`src/rtl/mem_port_arbiter.sv`:
```
// Arbitrates one single-port memory between the instruction-fetch (I) and data (D) requesters.
// D has fixed priority; a starvation counter forces an I grant after STARVE_MAX D wins.
module mem_port_arbiter #(
  parameter int unsigned MEM_LAT    = 1,
  parameter int unsigned STARVE_MAX = 4
) (
  input  logic        clk,
  input  logic        reset,
  input  logic        i_req,
  input  logic [31:0] i_addr,
  output logic        i_gnt,
  output logic        i_rvalid,
  output logic [31:0] i_rdata,
  input  logic        d_req,
  input  logic        d_we,
  input  logic [3:0]  d_be,
  input  logic [31:0] d_addr,
  input  logic [31:0] d_wdata,
  output logic        d_gnt,
  output logic        d_rvalid,
  output logic [31:0] d_rdata,
  output logic        mem_en,
  output logic        mem_we,
  output logic [3:0]  mem_be,
  output logic [31:0] mem_addr,
  output logic [31:0] mem_wdata,
  input  logic [31:0] mem_rdata,
  output logic        busy
);

  localparam int unsigned CNT_W = $clog2(STARVE_MAX + 1);
  localparam int unsigned LAT_W = $clog2(MEM_LAT + 1);

  typedef enum logic [1:0] {IDLE, ACCESS, WAIT, RESP} state_e;

  state_e             state_q, state_d;
  logic               owner_d_q, owner_d_d;
  logic               write_q, write_d;
  logic [LAT_W-1:0]   lat_q, lat_d;
  logic [CNT_W-1:0]   cnt_q, cnt_d;
  logic               i_gnt_q, i_gnt_d, d_gnt_q, d_gnt_d;
  logic               i_rvalid_q, i_rvalid_d, d_rvalid_q, d_rvalid_d;
  logic [31:0]        i_rdata_q, i_rdata_d, d_rdata_q, d_rdata_d;
  logic               mem_en_q, mem_en_d, mem_we_q, mem_we_d;
  logic [3:0]         mem_be_q, mem_be_d;
  logic [31:0]        mem_addr_q, mem_addr_d, mem_wdata_q, mem_wdata_d;
  logic               busy_q, busy_d;
  logic               d_wins_c;

  // D wins unless it has starved a pending I for STARVE_MAX grants
  assign d_wins_c = d_req && ((cnt_q < CNT_W'(STARVE_MAX)) || !i_req);

  always_comb begin
    state_d     = state_q;
    owner_d_d   = owner_d_q;
    write_d     = write_q;
    lat_d       = lat_q;
    cnt_d       = cnt_q;
    i_gnt_d     = 1'b0;
    d_gnt_d     = 1'b0;
    i_rvalid_d  = 1'b0;
    d_rvalid_d  = 1'b0;
    i_rdata_d   = i_rdata_q;
    d_rdata_d   = d_rdata_q;
    mem_en_d    = 1'b0;
    mem_we_d    = 1'b0;
    mem_be_d    = mem_be_q;
    mem_addr_d  = mem_addr_q;
    mem_wdata_d = mem_wdata_q;

    case (state_q)
      IDLE: begin
        if (i_req || d_req) begin
          state_d  = ACCESS;
          mem_en_d = 1'b1;
          if (d_wins_c) begin
            owner_d_d   = 1'b1;
            write_d     = d_we;
            d_gnt_d     = 1'b1;
            mem_we_d    = d_we;
            mem_be_d    = d_be;
            mem_addr_d  = d_addr;
            mem_wdata_d = d_wdata;
            if (!i_req)
              cnt_d = '0;
            else if (cnt_q != CNT_W'(STARVE_MAX))
              cnt_d = cnt_q + CNT_W'(1);
          end else begin
            owner_d_d  = 1'b0;
            write_d    = 1'b0;
            i_gnt_d    = 1'b1;
            mem_be_d   = 4'hF;
            mem_addr_d = i_addr;
            cnt_d      = '0;
          end
        end
      end
      ACCESS: begin
        if (write_q) begin
          state_d = IDLE;
        end else begin
          state_d = WAIT;
          lat_d   = LAT_W'(MEM_LAT - 1);
        end
      end
      WAIT: begin
        // Last WAIT cycle is the one where mem_rdata is valid
        if (lat_q == '0) begin
          state_d = RESP;
          if (owner_d_q) begin
            d_rdata_d  = mem_rdata;
            d_rvalid_d = 1'b1;
          end else begin
            i_rdata_d  = mem_rdata;
            i_rvalid_d = 1'b1;
          end
        end else begin
          lat_d = lat_q - LAT_W'(1);
        end
      end
      RESP: state_d = IDLE;
      default: state_d = IDLE;
    endcase

    busy_d = (state_d != IDLE);
  end

  always_ff @(posedge clk) begin
    if (!reset) begin
      state_q     <= IDLE;
      owner_d_q   <= 1'b0;
      write_q     <= 1'b0;
      lat_q       <= '0;
      cnt_q       <= '0;
      i_gnt_q     <= 1'b0;
      d_gnt_q     <= 1'b0;
      i_rvalid_q  <= 1'b0;
      d_rvalid_q  <= 1'b0;
      i_rdata_q   <= '0;
      d_rdata_q   <= '0;
      mem_en_q    <= 1'b0;
      mem_we_q    <= 1'b0;
      mem_be_q    <= '0;
      mem_addr_q  <= '0;
      mem_wdata_q <= '0;
      busy_q      <= 1'b0;
    end else begin
      state_q     <= state_d;
      owner_d_q   <= owner_d_d;
      write_q     <= write_d;
      lat_q       <= lat_d;
      cnt_q       <= cnt_d;
      i_gnt_q     <= i_gnt_d;
      d_gnt_q     <= d_gnt_d;
      i_rvalid_q  <= i_rvalid_d;
      d_rvalid_q  <= d_rvalid_d;
      i_rdata_q   <= i_rdata_d;
      d_rdata_q   <= d_rdata_d;
      mem_en_q    <= mem_en_d;
      mem_we_q    <= mem_we_d;
      mem_be_q    <= mem_be_d;
      mem_addr_q  <= mem_addr_d;
      mem_wdata_q <= mem_wdata_d;
      busy_q      <= busy_d;
    end
  end

  assign i_gnt     = i_gnt_q;
  assign d_gnt     = d_gnt_q;
  assign i_rvalid  = i_rvalid_q;
  assign d_rvalid  = d_rvalid_q;
  assign i_rdata   = i_rdata_q;
  assign d_rdata   = d_rdata_q;
  assign mem_en    = mem_en_q;
  assign mem_we    = mem_we_q;
  assign mem_be    = mem_be_q;
  assign mem_addr  = mem_addr_q;
  assign mem_wdata = mem_wdata_q;
  assign busy      = busy_q;

endmodule

```
`config.mk`:
```
export PLATFORM = sky130hd
export DESIGN_NAME = mem_port_arbiter
export DESIGN_NICKNAME = d
export VERILOG_FILES = /design/src/rtl/mem_port_arbiter.sv
export SDC_FILE = /design/constraint.sdc
export NUM_CORES = 1
export LEC_CHECK = 0
export CORE_UTILIZATION = 40
export CTS_CLUSTER_DIAMETER = 120
export CTS_CLUSTER_SIZE = 28
export DETAILED_ROUTE_END_ITERATION = 16
export PLACE_DENSITY = 0.83
export REMOVE_ABC_BUFFERS = 1
export SLEW_MARGIN = 40
export SYNTH_ARGS = -nofsm -noshare
export SYNTH_HDL_FRONTEND = slang
export SYNTH_SLANG_ARGS = --single-unit
export TNS_END_PERCENT = 20
```
`constraint.sdc`:
```
create_clock -name clk -period 1.8 [get_ports clk]
set_input_delay 0.45 -clock clk [delete_from_list [all_inputs] [get_ports clk]]
set_output_delay 0.45 -clock clk [all_outputs]
set_load 0.01 [all_outputs]
```
### Yosys cells after proc, flatten, opt, wreduce, memory -nomap -nowiden

Cells that the tools add are included.

| storage, ports and cells | value |
|---|---|
| register bits after elaboration | 147 |
| input bits | 137 |

| operators by class | value |
|---|---|
| add/subtract/negate cells | 2 |
| order comparisons | 1 |
| equal/unequal tests | 6 |
| mux-type cells | 18 |
| bitwise logic cells | 4 |
| reductions and logical operators | 16 |

Operator list:

| kind | count |
|---|---|
| two-way mux 32 bit | 1 |
| AND reduction 3 bit | 5 |
| two-way mux 3 bit | 3 |
| two-way mux 1 bit | 8 |
| case mux 2 bit (4 select lines) | 1 |
| two-way mux 2 bit | 3 |
| AND reduction 2 bit | 3 |
| equality test 2 bit (second input constant) | 2 |
| two-way mux 4 bit | 1 |
| inverter 1 bit | 4 |
| nonzero test 2 bit | 2 |
| adder 3 x 1 -> 3 bit (second input constant) | 1 |
| less-than comparator 3 bit (second input constant) | 1 |
| inequality test 3 x 2 -> 1 bit (second input constant) | 1 |
| inequality test 3 bit (second input constant) | 1 |
| OR reduction 3 bit | 1 |
| equality test 2 x 1 -> 1 bit (second input constant) | 1 |
| zero test 2 bit | 1 |
| logical OR 1 bit | 2 |
| inequality test 2 bit (second input constant) | 1 |
| case mux 1 bit (2 select lines) | 1 |
| logical AND 1 bit | 1 |
| zero test 1 bit | 1 |
| subtractor 1 bit (second input constant) | 1 |

### Logic depth before layout (Yosys ltp)

Gate-level depths: netlist (run 1).

| logic depth | value |
|---|---|
| word-level depth | 5 |
| depth in mapped cells | 7 |
| depth with buffers taken out | 4 |

### Least setup slack after synthesis (run 1)

No wires, ideal clock.

| timing | value |
|---|---|
| path type | register to register |
| start | reg state_q[1] |
| end | reg mem_addr_q[23] (netlist: mem_addr[23]) |
| setup time | 0.122 ns |
| data arrival time | 1.476 ns |
| path slack | 0.202 ns |
| cell stages (with the launch flop) | 8 |
| clock period less this slack | 1.598 ns |
| cells stage by stage | dfxtp_1 buf_6 or2_1 buf_6 o21a_1 buf_6 buf_6 a221o_1 |

| on the way | value |
|---|---|
| cells in the longest elaborated chain, start to end | 2 |

RTL lines:

| element | line | source |
|---|---|---|
| start: declaration | 36 | `state_e state_q, state_d;` |
| start signal: assignment | 148 | `state_q <= state_d;` |
| zero test 2 bit | 71 | `case (state_q)` |
| AND reduction 2 bit (no source line) | - |  |
| end signal: assignment | 162 | `mem_addr_q <= mem_addr_d;` |
| end: declaration | 46 | `logic [31:0] mem_addr_q, mem_addr_d, mem_wdata_q, mem_wdata_d;` |

No other way between the ends.
A chain may end at the register's enable or synchronous reset.

### Worst setup path after layout (run 1)

| timing | value |
|---|---|
| start | reg mem_addr_q[23] (netlist: mem_addr[23]) |
| end | out mem_addr[23] |

RTL lines:

| element | line | source |
|---|---|---|
| end: declaration | 25 | `output logic [31:0] mem_addr,` |

No word-level cell between the ends.

==> reports/summary.txt, run 1 <==
Critical path class: register to output port
Slew Limit Fails: 0
Compound-Gate Fraction of Synth Area: 23.57%
Std-Cell Core Area: 13,400 um^2
Worst-Margin Slew: 497.5 ps
Hold path endpoint: d_rdata[18]$_SDFFE_PN0P_
Seq/Total Area, Yosys: 52.64%
Post-Place Cell Area: 8601 um^2
Root Buffer: clkbuf_16
CTS buffer count: 17
Post CTS Setup Buffer Count: 0
Status: finished, final reports clean
Synth Register Bits: 146
Most frequent cells in the layout: 259 x clkdlybuf4s50_1, 146 x dfxtp_1, 131 x nand2_1, 93 x a21boi_0, 33 x o21ai_0
R2R Path Start: state_q[1]$_SDFF_PN0_
Max Fanout on Critical Path: 2
Worst R2R End: mem_be[1]$_SDFFE_PN0P_
Final core utilization: 69.07%
Delay-heaviest family, CP: buffers and inverters
Final min period: 1762 ps
CP max stage delay: 570 ps
Pleak: 3.636 nW
Via-per-instance ratio: 5.079
Clk buf depth: 2
Hold_sp: d_rdata[18]$_SDFFE_PN0P_
Largest net degree at the start of global routing: 77
Synthesized cell area: 5553 um^2
Total track usage: 22.87%
Synthesized-area fraction occupied by adder cells: 0.4507%
Fin crit share: 97.91%
Hold WC Path Type: register to register
Grt ovf: 0
GPL Wtd Cong: 0.7780
Post-route cell area: 9255 um^2
RSZ-0062 raised after global routing: false
Die ar.: 14,360 um^2
Largest family of logic cells by synthesized area: compound AO/OA/AOI/OAI gates
Hold depth: 2
Commonest non-fill, non-tap cell in the layout: clkdlybuf4s50_1
Row count: 42
Worst slew margin: 66.69%
Antenna violations before repair: 0
Drt pass-1 iters: 4
Worst Reg-to-Reg Cells: 4
CP Depth: 1
Crit path required time: 1350 ps
Vias in the first global route: 5,184
Hold_buf cts: 0
TritonCTS clock tree: done
DR DRC count: 0
Crit-path slowest cell: clkdlybuf4s50_1
Die H: 119.8 um
Fraction of final layout cells sized beyond drive strength 1: 7.356%
Detailed Place HPWL: 11,170 um
Syn Inst Count: 596
CP arrival: 1310 ps
Routed len/inst: 15.77 um
Layout Nets: 997
IO Pins: 276
Multiplexer area fraction after synthesis: 1.284%
DR vias: 5,313
CP Capture Type: output port
Initial drt markers: 304
Setup Skew: 8.209 ps
Worst-skew pair later-pin latency: 410 ps
Final wirelength: 16,490 um
Pwr/cell area: 1023 nW/um^2
FMAX: 567.4 MHz
Post-synthesis cell type count: 32
Crit start category: register
Die span in x: 119.8 um
Post-Synth Simple-Gate Area: 17.33%
Reg clk slew, reported paths: 60 ps
Initial Util: 41.44%
Synth-to-layout area growth: 66.67%
Max-cap violations: 0
First-pass GRT wire length: 25,760 um
R2r setup slk: 220 ps
Sink Count: 146
H-tree depth: 4
CTS-repair resized insts: 4
CP Cell Sequence: clkdlybuf4s50_1
Syn Area/Cell: 9.317 um^2
VDD IR max: 0.5470 mV
Ys Warns: 0
# port buffers: 275
N_diodes: 0
Fill count: 1,048
Setup violators final: 0
WP buf/inv: 1
Post-DRT Antenna Nets: 0
Post-Synth XOR/XNOR Area: 0%
Final Hold Vio Count: 0
flip-flops by register name, indices dropped and copies added (netlist names):
register   flops
busy           1
cnt_q          3
d_gnt          1
d_rdata       32
d_rvalid       1
i_gnt          1
i_rdata       32
i_rvalid       1
mem_addr      32
mem_be         4
mem_en         1
mem_wdata     32
mem_we         1
owner_d_q      1
state_q        2
write_q        1
per-stage QoR:
step | hold slack (ps) | TNS (ps) | cells | worst slack (ps) | total power (W)
3_3_place_gp | 437.7 | -4746 | 1015 | -141.3 | 0.005831
2_1_floorplan | 427.0 | -147060 | 543 | -2143 | 0.004522
4_1_cts | 454.9 | 0 | 1046 | 4.634 | 0.009562
3_5_place_dp | 441.5 | -7219 | 1015 | -205.2 | 0.005855
6_report | 458.7 | 0 | 1046 | 37.61 | 0.009471
5_1_grt | 476.3 | 0 | 1046 | 1.863 | 0.009881
power breakdown:
part | total, W | internal, W | switching [W]
registers | 0.00373 | 0.00355 | 0.000185
logic | 0.00204 | 0.00113 | 0.000911
clock network | 0.00369 | 0.00240 | 0.00129
total | 0.00947 | 0.00708 | 0.00239
metal layers:
metal	GRT usage (%)	vias up	part of all wire, %
met3	7.129	30	8.3
met5	0	-	0
met2	39.02	241	48
li1	-	2590	-
met1	26.42	2452	42
met4	9.375	0	2.0
cells in the mapped netlist:
cell type	n	share of area, %
a21bo_2	1	0.18
a21boi_0	94	13
a21boi_1	4	0.54
a21o_1	1	0.14
a221o_1	26	4.7
a22o_1	2	0.32
and3_1	29	3.3
and3b_1	1	0.16
buf_2	6	0.54
buf_6	6	1.2
clkbuf_1	41	2.8
dfxtp_1	146	53
ha_1	2	0.45
inv_1	3	0.20
mux2_2	1	0.20
mux2i_1	6	1.1
nand2_1	131	8.9
nand3_1	32	2.9
nand3b_1	1	0.14
nor2_1	7	0.47
nor2b_1	2	0.23
nor3b_1	3	0.41
nor3b_4	1	0.34
o21a_1	2	0.27
o21ai_0	33	3.0
o21ai_1	1	0.090
o221a_2	2	0.41
o2bb2ai_1	8	1.3
or2_1	1	0.11
or2_2	1	0.11
or3b_2	1	0.16
or3b_4	1	0.20
logic make-up after synthesis:
group	after synthesis
AND/OR/NAND/NOR	211
AO/OA/AOI/OAI	174
flip-flops	146
buffers and inverters	56
multiplexers	7
adder cells (fa/ha/maj)	2
worst max-delay path by stage:
stage	slack, ps	end	start
2_1_floorplan	-2140	mem_be[0]$_SDFFE_PN0P_	d_req
3_5_place_dp	-210	mem_addr[16]$_SDFFE_PN0P_	d_req
5_1_grt	2	d_rdata[17]	d_rdata[17]$_SDFFE_PN0P_
4_1_cts	5	mem_be[1]	mem_be[1]$_SDFFE_PN0P_
3_3_place_gp	-140	mem_addr[13]$_SDFFE_PN0P_	d_req
6_report	40	mem_addr[23]	mem_addr[23]$_SDFFE_PN0P_
worst reg2reg max path, cell delays in order, from the launching register on:
cell     delay (ps)
dfxtp_1         510
or2_1           210
buf_4           320
nor2_1          150
o221a_2         280
final cells by class:
type,instances,area [um^2],share of cell area (%)
clock inverter,7,120.1,1.298
multi-input combinational,394,2391,25.83
sequential,146,2923,31.58
tap,176,220.2,2.379
inverter,3,11.26,0.1217
clock buffer,24,511.7,5.529
timing repair buffer,296,3078,33.26
No activity file was read; power rests on OpenSTA's default activity.
==> inputs of run 2 (changes only) <==
- CTS_CLUSTER_SIZE: 28 -> default
==> results of run 2 <==
Final layout, timing and power as in run 1 (identical DEF).
